==> config.mk <==
export PLATFORM = sky130hd
export DESIGN_NAME = regfile_sb
export DESIGN_NICKNAME = d
export VERILOG_FILES = /design/src/rtl/regfile_sb.sv
export SDC_FILE = /design/constraint.sdc
export NUM_CORES = 2
export LEC_CHECK = 0
export CORE_AREA = 2 2 327 329
export DETAILED_ROUTE_END_ITERATION = 12
export DIE_AREA = 0 0 329 331
export GPL_ROUTABILITY_DRIVEN = 1
export PLACE_DENSITY_LB_ADDON = 0.3
export SLEW_MARGIN = 30
export SYNTH_ARGS = -nofsm -noshare
export SYNTH_HDL_FRONTEND = slang
export SYNTH_SLANG_ARGS = --single-unit
==> constraint.sdc <==
create_clock -name clk -period 3.8 [get_ports clk]
set_input_delay 0.76 -clock clk [delete_from_list [all_inputs] [get_ports clk]]
set_output_delay 0.76 -clock clk [all_outputs]
set_load 0.03 [all_outputs]
==> src/rtl/regfile_sb.sv <==
// regfile_sb: parametrised integer register file with registered read ports, load
// extraction, store lane replication and a busy scoreboard. Optional: REGFILE_SB_BYPASS_EN.
module regfile_sb #(
    parameter int XLEN  = 32,
    parameter int NREGS = 32,
    parameter int NREAD = 2,
    localparam int AW   = $clog2(NREGS),
    localparam int OW   = $clog2(XLEN / 8)
) (
    input  logic                    clk,
    input  logic                    reset,
    input  logic [NREAD*AW-1:0]     rd_addr,
    output logic [NREAD*XLEN-1:0]   rd_data,
    output logic [NREAD-1:0]        rd_busy,
    input  logic [1:0]              st_size,
    output logic [XLEN-1:0]         st_data,
    input  logic                    wr_en,
    input  logic [AW-1:0]           wr_addr,
    input  logic [XLEN-1:0]         wr_data,
    input  logic [1:0]              wr_size,
    input  logic                    wr_unsigned,
    input  logic [OW-1:0]           wr_offset,
    input  logic                    mark_en,
    input  logic [AW-1:0]           mark_addr
);

    localparam logic [1:0] SZ_BYTE = 2'b00;
    localparam logic [1:0] SZ_HALF = 2'b01;
    localparam logic [1:0] SZ_WORD = 2'b10;
    // With a single read port the store source falls back to port 0.
    localparam int ST_PORT = (NREAD > 1) ? 1 : 0;

    logic [XLEN-1:0]        regs [NREGS];
    logic [NREGS-1:0]       busy;
    logic [NREGS-1:0]       busy_nxt;

    logic                   wr_live;
    logic                   mark_live;
    logic [XLEN-1:0]        field;
    logic [XLEN-1:0]        wb_val;

    logic [XLEN-1:0]        port_val [NREAD];
    logic [NREAD-1:0]       port_busy;
    logic [NREAD*XLEN-1:0]  rd_data_nxt;
    logic [XLEN-1:0]        st_src;
    logic [XLEN-1:0]        st_nxt;

    assign wr_live   = wr_en && (wr_addr != '0);
    assign mark_live = mark_en && (mark_addr != '0);

    // Load write-back extraction: shift the addressed byte lane down, then extend.
    always_comb begin
        field  = wr_data >> {wr_offset, 3'b000};
        wb_val = wr_data;
        case (wr_size)
            SZ_BYTE: begin
                if (wr_unsigned)
                    wb_val = XLEN'(field[7:0]);
                else
                    wb_val = XLEN'($signed(field[7:0]));
            end
            SZ_HALF: begin
                if (wr_unsigned)
                    wb_val = XLEN'(field[15:0]);
                else
                    wb_val = XLEN'($signed(field[15:0]));
            end
            SZ_WORD: begin
                if (XLEN > 32) begin
                    if (wr_unsigned)
                        wb_val = XLEN'(field[31:0]);
                    else
                        wb_val = XLEN'($signed(field[31:0]));
                end
            end
            default: wb_val = wr_data;
        endcase
    end

    // Scoreboard update: write clears, mark sets, mark applied last so it wins.
    always_comb begin
        busy_nxt = busy;
        if (wr_live)
            busy_nxt[wr_addr] = 1'b0;
        if (mark_live)
            busy_nxt[mark_addr] = 1'b1;
        busy_nxt[0] = 1'b0;
    end

    always_comb begin
        rd_data_nxt = '0;
        port_busy   = '0;
        for (int i = 0; i < NREAD; i++) begin
            port_val[i]  = regs[rd_addr[i*AW +: AW]];
            port_busy[i] = busy[rd_addr[i*AW +: AW]];
`ifdef REGFILE_SB_BYPASS_EN
            if (wr_live && (wr_addr == rd_addr[i*AW +: AW]))
                port_val[i] = wb_val;
            port_busy[i] = busy_nxt[rd_addr[i*AW +: AW]];
`endif
            if (rd_addr[i*AW +: AW] == '0) begin
                port_val[i]  = '0;
                port_busy[i] = 1'b0;
            end
            rd_data_nxt[i*XLEN +: XLEN] = port_val[i];
        end
    end

    always_comb begin
        st_src = port_val[ST_PORT];
        case (st_size)
            SZ_BYTE: st_nxt = {(XLEN/8){st_src[7:0]}};
            SZ_HALF: st_nxt = {(XLEN/16){st_src[15:0]}};
            SZ_WORD: st_nxt = {(XLEN/32){st_src[31:0]}};
            default: st_nxt = st_src;
        endcase
    end

    always_ff @(posedge clk) begin
        if (reset) begin
            for (int r = 0; r < NREGS; r++)
                regs[r] <= '0;
            busy    <= '0;
            rd_data <= '0;
            rd_busy <= '0;
            st_data <= '0;
        end else begin
            if (wr_live)
                regs[wr_addr] <= wb_val;
            busy    <= busy_nxt;
            rd_data <= rd_data_nxt;
            rd_busy <= port_busy;
            st_data <= st_nxt;
        end
    end

endmodule
# Word level (Yosys, flattened, before mapping)
# Memories as Yosys holds them, arrays and structs flattened. A register that Yosys moved wholly into a read port is not among the register bits.
# Cells that the tools add are included.
classes:
  n_bitwise: 3
  eq_ne: 2
  mux: 23
  n_lt_le_gt_ge: 6
  shift: 1
  n_reduce_logical: 13
op_table:
  columns: ["operator", "n"]
  rows:
  - ["$mux 32", 6]
  - ["$pmux 32 s2", 2]
  - ["$and 32x32->32", 1]
  - ["$not 32->32", 1]
  - ["$or 32x32->32", 1]
  - ["$reduce_or 32->1", 1]
  - ["$shr 32x5->16", 1]
  - ["$lt 5x6->1 const B", 4]
  - ["$bmux 1 s5", 2]
  - ["$demux 1 s5", 2]
  - ["$ge 5x1->1 const B", 2]
  - ["$logic_not 5->1", 2]
  - ["$mux 1", 10]
  - ["$reduce_bool 5->1", 2]
  - ["$mux 5", 1]
  - ["$eq 2x1->1 const B", 2]
  - ["$logic_and 1x1->1", 4]
  - ["$logic_not 2->1", 2]
  - ["$reduce_or 2->1", 2]
word_totals:
  in_bits: 63
  elab_cells: 55
  ramBits: 1024
  ff_bits: 98
  output_inout_bits: 98
  memories: 1
memory_table:
  columns: ["name", "words", "word_bits", "rd", "rd_clocked_by_memory_dff", "wr", "line", "rtl"]
  rows:
  - ["regs", 32, 32, 2, 1, 32, "33", "logic [XLEN-1:0] regs [NREGS];"]

# Depth between registers and ports, before layout
depth:
  ltp_word: 9
  ltp_mapped: 11
  depth_no_buf: 6

# Least setup slack after synthesis
# No wires, ideal clock.
synth_timing:
  path_type: "input port to flip-flop"
  from: "input wr_addr[2]"
  to: "memory regs[6][0], enable pin"
  path_slack_ns: 1.067
  path_stages: 5
  required_time_ns: 3.405
  t_arrival_ns: 2.338
  path_cell_list: "clkbuf_1 nor3b_1 and2_1 nand2_1 nand2b_1"
synth_rtl:
  columns: ["element", "line", "rtl"]
  rows:
  - ["start, declared", "18", "input logic [AW-1:0] wr_addr,"]
  - ["end, declared", "33", null]

==> results.yml <==
run_status:
  outcome: "finished, final reports clean"
run:
  drv_cap: 0
floorplan:
  core_um2: 105000
  initial_core_util_pct: 54.7
  die_w_um: 329
  io_pins: 161
  die_y_um: 331
  rows: 119
  dieArea_um2: 109000
timing:
  rsz0062_at_grt: "no"
  holdWs_ps: 479
  finalHoldViolCount: 0
  fin_crit_sh_pct: 76.4
  final_max_slew_viol_count: 0
  slew_headroom_pct: 41.8
  setup_violations: 0
  timing.fmax_ghz: 0.345
  clock_skew_ps: 31.9
  fin_crit_ps: 2900
  worst_slew_pin_slew_ps: 872
  setup_tns_ps: 0
finish:
  nets: 4312
  fin_cells: 5744
  layout-drive-gt1-share_pct: 23.1
  antenna_cells: 0
  fillCellCount: 7485
  area_delta_synth_final_pct: 15.5
  final_core_util_pct: 63.1
  stdcell_area_um2: 66300
clock_tree:
  clkTransAtPathRegs_ps: 60
  root_buffer: "clkbuf_16"
  cts_hold_buffers: 0
  cts.sinks: 1145
  post_cts_resized: 0
  clk_latency_ps: 730
  post_cts_buffers: 0
  cts_tree: "done"
  clockBufferDepth: 3
  htreeDepth: 3
  cts_buffers: 117
route:
  drc: 0
  initialDrtViolationCount: 7265
  drt.antenna.violating_nets: 0
  via_per_inst: 7.08
  vias: 40700
  wl_per_cell_um: 35.1
  wl_mm: 202
  firstDrtPassIters: 6
synthesis:
  ys_seq_elements: 1145
  synth_top_area_share_pct: 53.6
  synthTopCellsByArea: "edfxtp_1 54%, mux4_2 17%, nor2_1 7.0%"
  synth_edf_count: 1024
  ys.warnings.count: 0
  synthDistinctLibCells: 53
  avgSynthCellArea_um2: 14.1
  ys.flop_type: "edfxtp_1"
  asyncSetResetFlopFracSynth_pct: 0
  yosys.area.top_type: "edfxtp_1"
  syn_inst: 4076
  ys_seq_area_share_pct: 57.8
  netlist_area_um2: 57400
setup_path:
  rrSetupSlack_ps: 1510
  critical_path.max_fanout: 31
  regToRegStartpoint: "regs[15][6]"
  reg2regPathDepth: 5
  r2r_end: "st_data[14]"
  slowest_delay_ps: 700
  cp-start-kind: "input port"
  crit_top_cell: "buf_4"
  critPathArrivalTime_ps: 3480
  worst-setup-path-type: "input port to register"
  cp_cell_sequence: "clkdlybuf4s50_1, mux4_2, nand2b_1, a211oi_4, buf_6, buf_4, a21oi_2, buf_4, nor2_1"
  required_ps: 4370
  worst_path_max_delay_cell: "clkdlybuf4s50_1"
  end_kind: "register"
global_route:
  grt_pass1_vias: 39600
  antenna_found_initial: 4
  track_usage_pct: 36.9
  grt_pass1_wl_mm: 283
  grt_max_degree: 60
  overflow: 0
min_path:
  holdPathStages: 2
  hold_path.startpoint: "busy[16]"
  holdPathEnd: "busy[16]"
  min_path_type: "register to register"
pwr:
  p_leak_nw: 23.8
  cellPowerDensity_nw_per_um2: 475
  ir_drop_mv: 0.401
place:
  portBuffers: 160
  placed_cells: 5521
  gp_congestion: 0.923
  hpwl_mm: 125
  place_area_um2: 62200
synth_stat cells, types with 2 or more instances:
| master | count |
|---|---|
| and3b_1 | 4 |
| o21ai_0 | 32 |
| buf_1 | 26 |
| edfxtp_1 | 1024 |
| a31oi_1 | 3 |
| nor2_1 | 1069 |
| nand2_1 | 88 |
| buf_8 | 3 |
| mux2_2 | 3 |
| o22ai_1 | 42 |
| and2_1 | 16 |
| a211oi_1 | 13 |
| inv_1 | 42 |
| buf_6 | 34 |
| buf_2 | 95 |
| mux4_1 | 35 |
| mux4_2 | 425 |
| nor3_1 | 4 |
| a22o_1 | 13 |
| nand3_1 | 46 |
| a221oi_1 | 2 |
| or3_1 | 2 |
| mux2i_1 | 392 |
| nand4b_1 | 3 |
| and3_1 | 12 |
| nor2b_1 | 14 |
| buf_12 | 5 |
| nand4_1 | 8 |
| o21bai_1 | 2 |
| nor4_1 | 8 |
| a22oi_1 | 108 |
| o21ai_1 | 3 |
| a21o_1 | 30 |
| nand3b_1 | 8 |
| a21oi_1 | 50 |
| dfxtp_1 | 121 |
| nand2b_1 | 7 |
| o221ai_1 | 8 |
| nor3b_1 | 8 |
| buf_4 | 48 |
| clkbuf_1 | 208 |
critical path: cells and delay by family:
family | cells | cell delay (ps)
and+or+nand+nor | 2 | 260
muxes | 1 | 340
buffers and inverters | 4 | 1430
AOI/OAI and AO/OA | 2 | 670
kinds of logic (layout without fill, tap and decap cells):
kind of cell,count (synthesis),count (layout),share of synthesized area (%)
flip-flops,1145,1145,57.8
buffers and inverters,462,708,4.21
AO/OA/AOI/OAI,309,309,3.63
AND/OR/NAND/NOR,1303,1303,9.14
other,1,32,0.00653
multiplexers,856,856,25.2
cell type report:
| type | count | area, um2 | share of cell area (%) |
|---|---|---|---|
| clock inverter | 68 | 756 | 1.14 |
| inverter | 42 | 158 | 0.238 |
| multi-input combinational | 2500 | 22200 | 33.4 |
| sequential | 1145 | 33200 | 50.1 |
| tap | 1391 | 1740 | 2.63 |
| clock buffer | 155 | 3260 | 4.92 |
| timing repair buffer | 443 | 5020 | 7.57 |
stage by stage:
| step | setup WS, ps | power (mW) |
|---|---|---|
| floorplan | 1070 | 17.6 |
| global placement | 14.6 | 19.4 |
| detailed placement | 360 | 19.5 |
| CTS | 1070 | 31.3 |
| global route | 871 | 32.1 |
| finish | 898 | 31.5 |
sequential cells by signal, indices dropped and copies added (netlist names):
name     count
busy        31
regs      1024
rd_busy      2
rd_data     64
st_data     24
layer usage:
| layer | track usage, % | vias to the layer above | wire length, um |
|---|---|---|---|
| li1 | - | 15800 | - |
| met3 | 14.5 | 735 | 35000 |
| met4 | 17.9 | 8 | 11400 |
| met2 | 54.8 | 3861 | 88300 |
| met5 | 0 | - | 56 |
| met1 | 47.8 | 20300 | 66900 |
power breakdown:
| group | switching [mW] | internal, mW |
|---|---|---|
| Sequential | 0.385 | 14.5 |
| Clock | 5.03 | 7.05 |
| Combinational | 2.69 | 1.85 |
| Total | 8.10 | 23.4 |
cells in the final DEF, fill, tap and decap left out, types with 6 or more instances in the layout:
cell type | synthesis | layout
mux4_1 | 35 | 35
mux4_2 | 425 | 425
clkinv_1 | 0 | 13
a21o_2 | 0 | 29
nand3b_1 | 8 | 8
clkbuf_1 | 208 | 20
clkbuf_16 | 0 | 121
nand2_2 | 0 | 27
nor4_1 | 8 | 8
a22o_1 | 13 | 13
a211oi_1 | 13 | 13
nor2_1 | 1069 | 1067
nor3b_1 | 8 | 8
and2_1 | 16 | 15
clkdlybuf4s50_1 | 0 | 149
inv_1 | 42 | 42
nand2b_1 | 7 | 6
mux2i_1 | 392 | 391
nor2b_1 | 14 | 13
clkinv_2 | 0 | 25
a21oi_1 | 50 | 26
conb_1 | 1 | 32
o22ai_1 | 42 | 42
nand2_1 | 88 | 61
buf_4 | 48 | 181
a22oi_1 | 108 | 108
o221ai_1 | 8 | 8
edfxtp_1 | 1024 | 1024
and3_1 | 12 | 12
bufinv_16 | 0 | 15
clkinvlp_4 | 0 | 8
o21ai_0 | 32 | 32
nand3_1 | 46 | 46
clkbuf_8 | 1 | 10
a21oi_2 | 0 | 24
dfxtp_1 | 121 | 121
buf_12 | 5 | 103
nand4_1 | 8 | 8
worst max path at each step:
stage	start	end	slack [ps]	cells after the start
after floorplan	wr_addr[2]	regs[6][0]	1070	5
after global placement	wr_data[31]	regs[1][21]	10	8
after detailed placement	wr_data[31]	regs[10][21]	360	9
after CTS	wr_data[31]	regs[10][21]	1070	9
after global routing	rd_addr[6]	st_data[31]	870	9
final	wr_data[31]	regs[12][21]	900	9
Note: power is estimated with default switching activity, not from simulation.
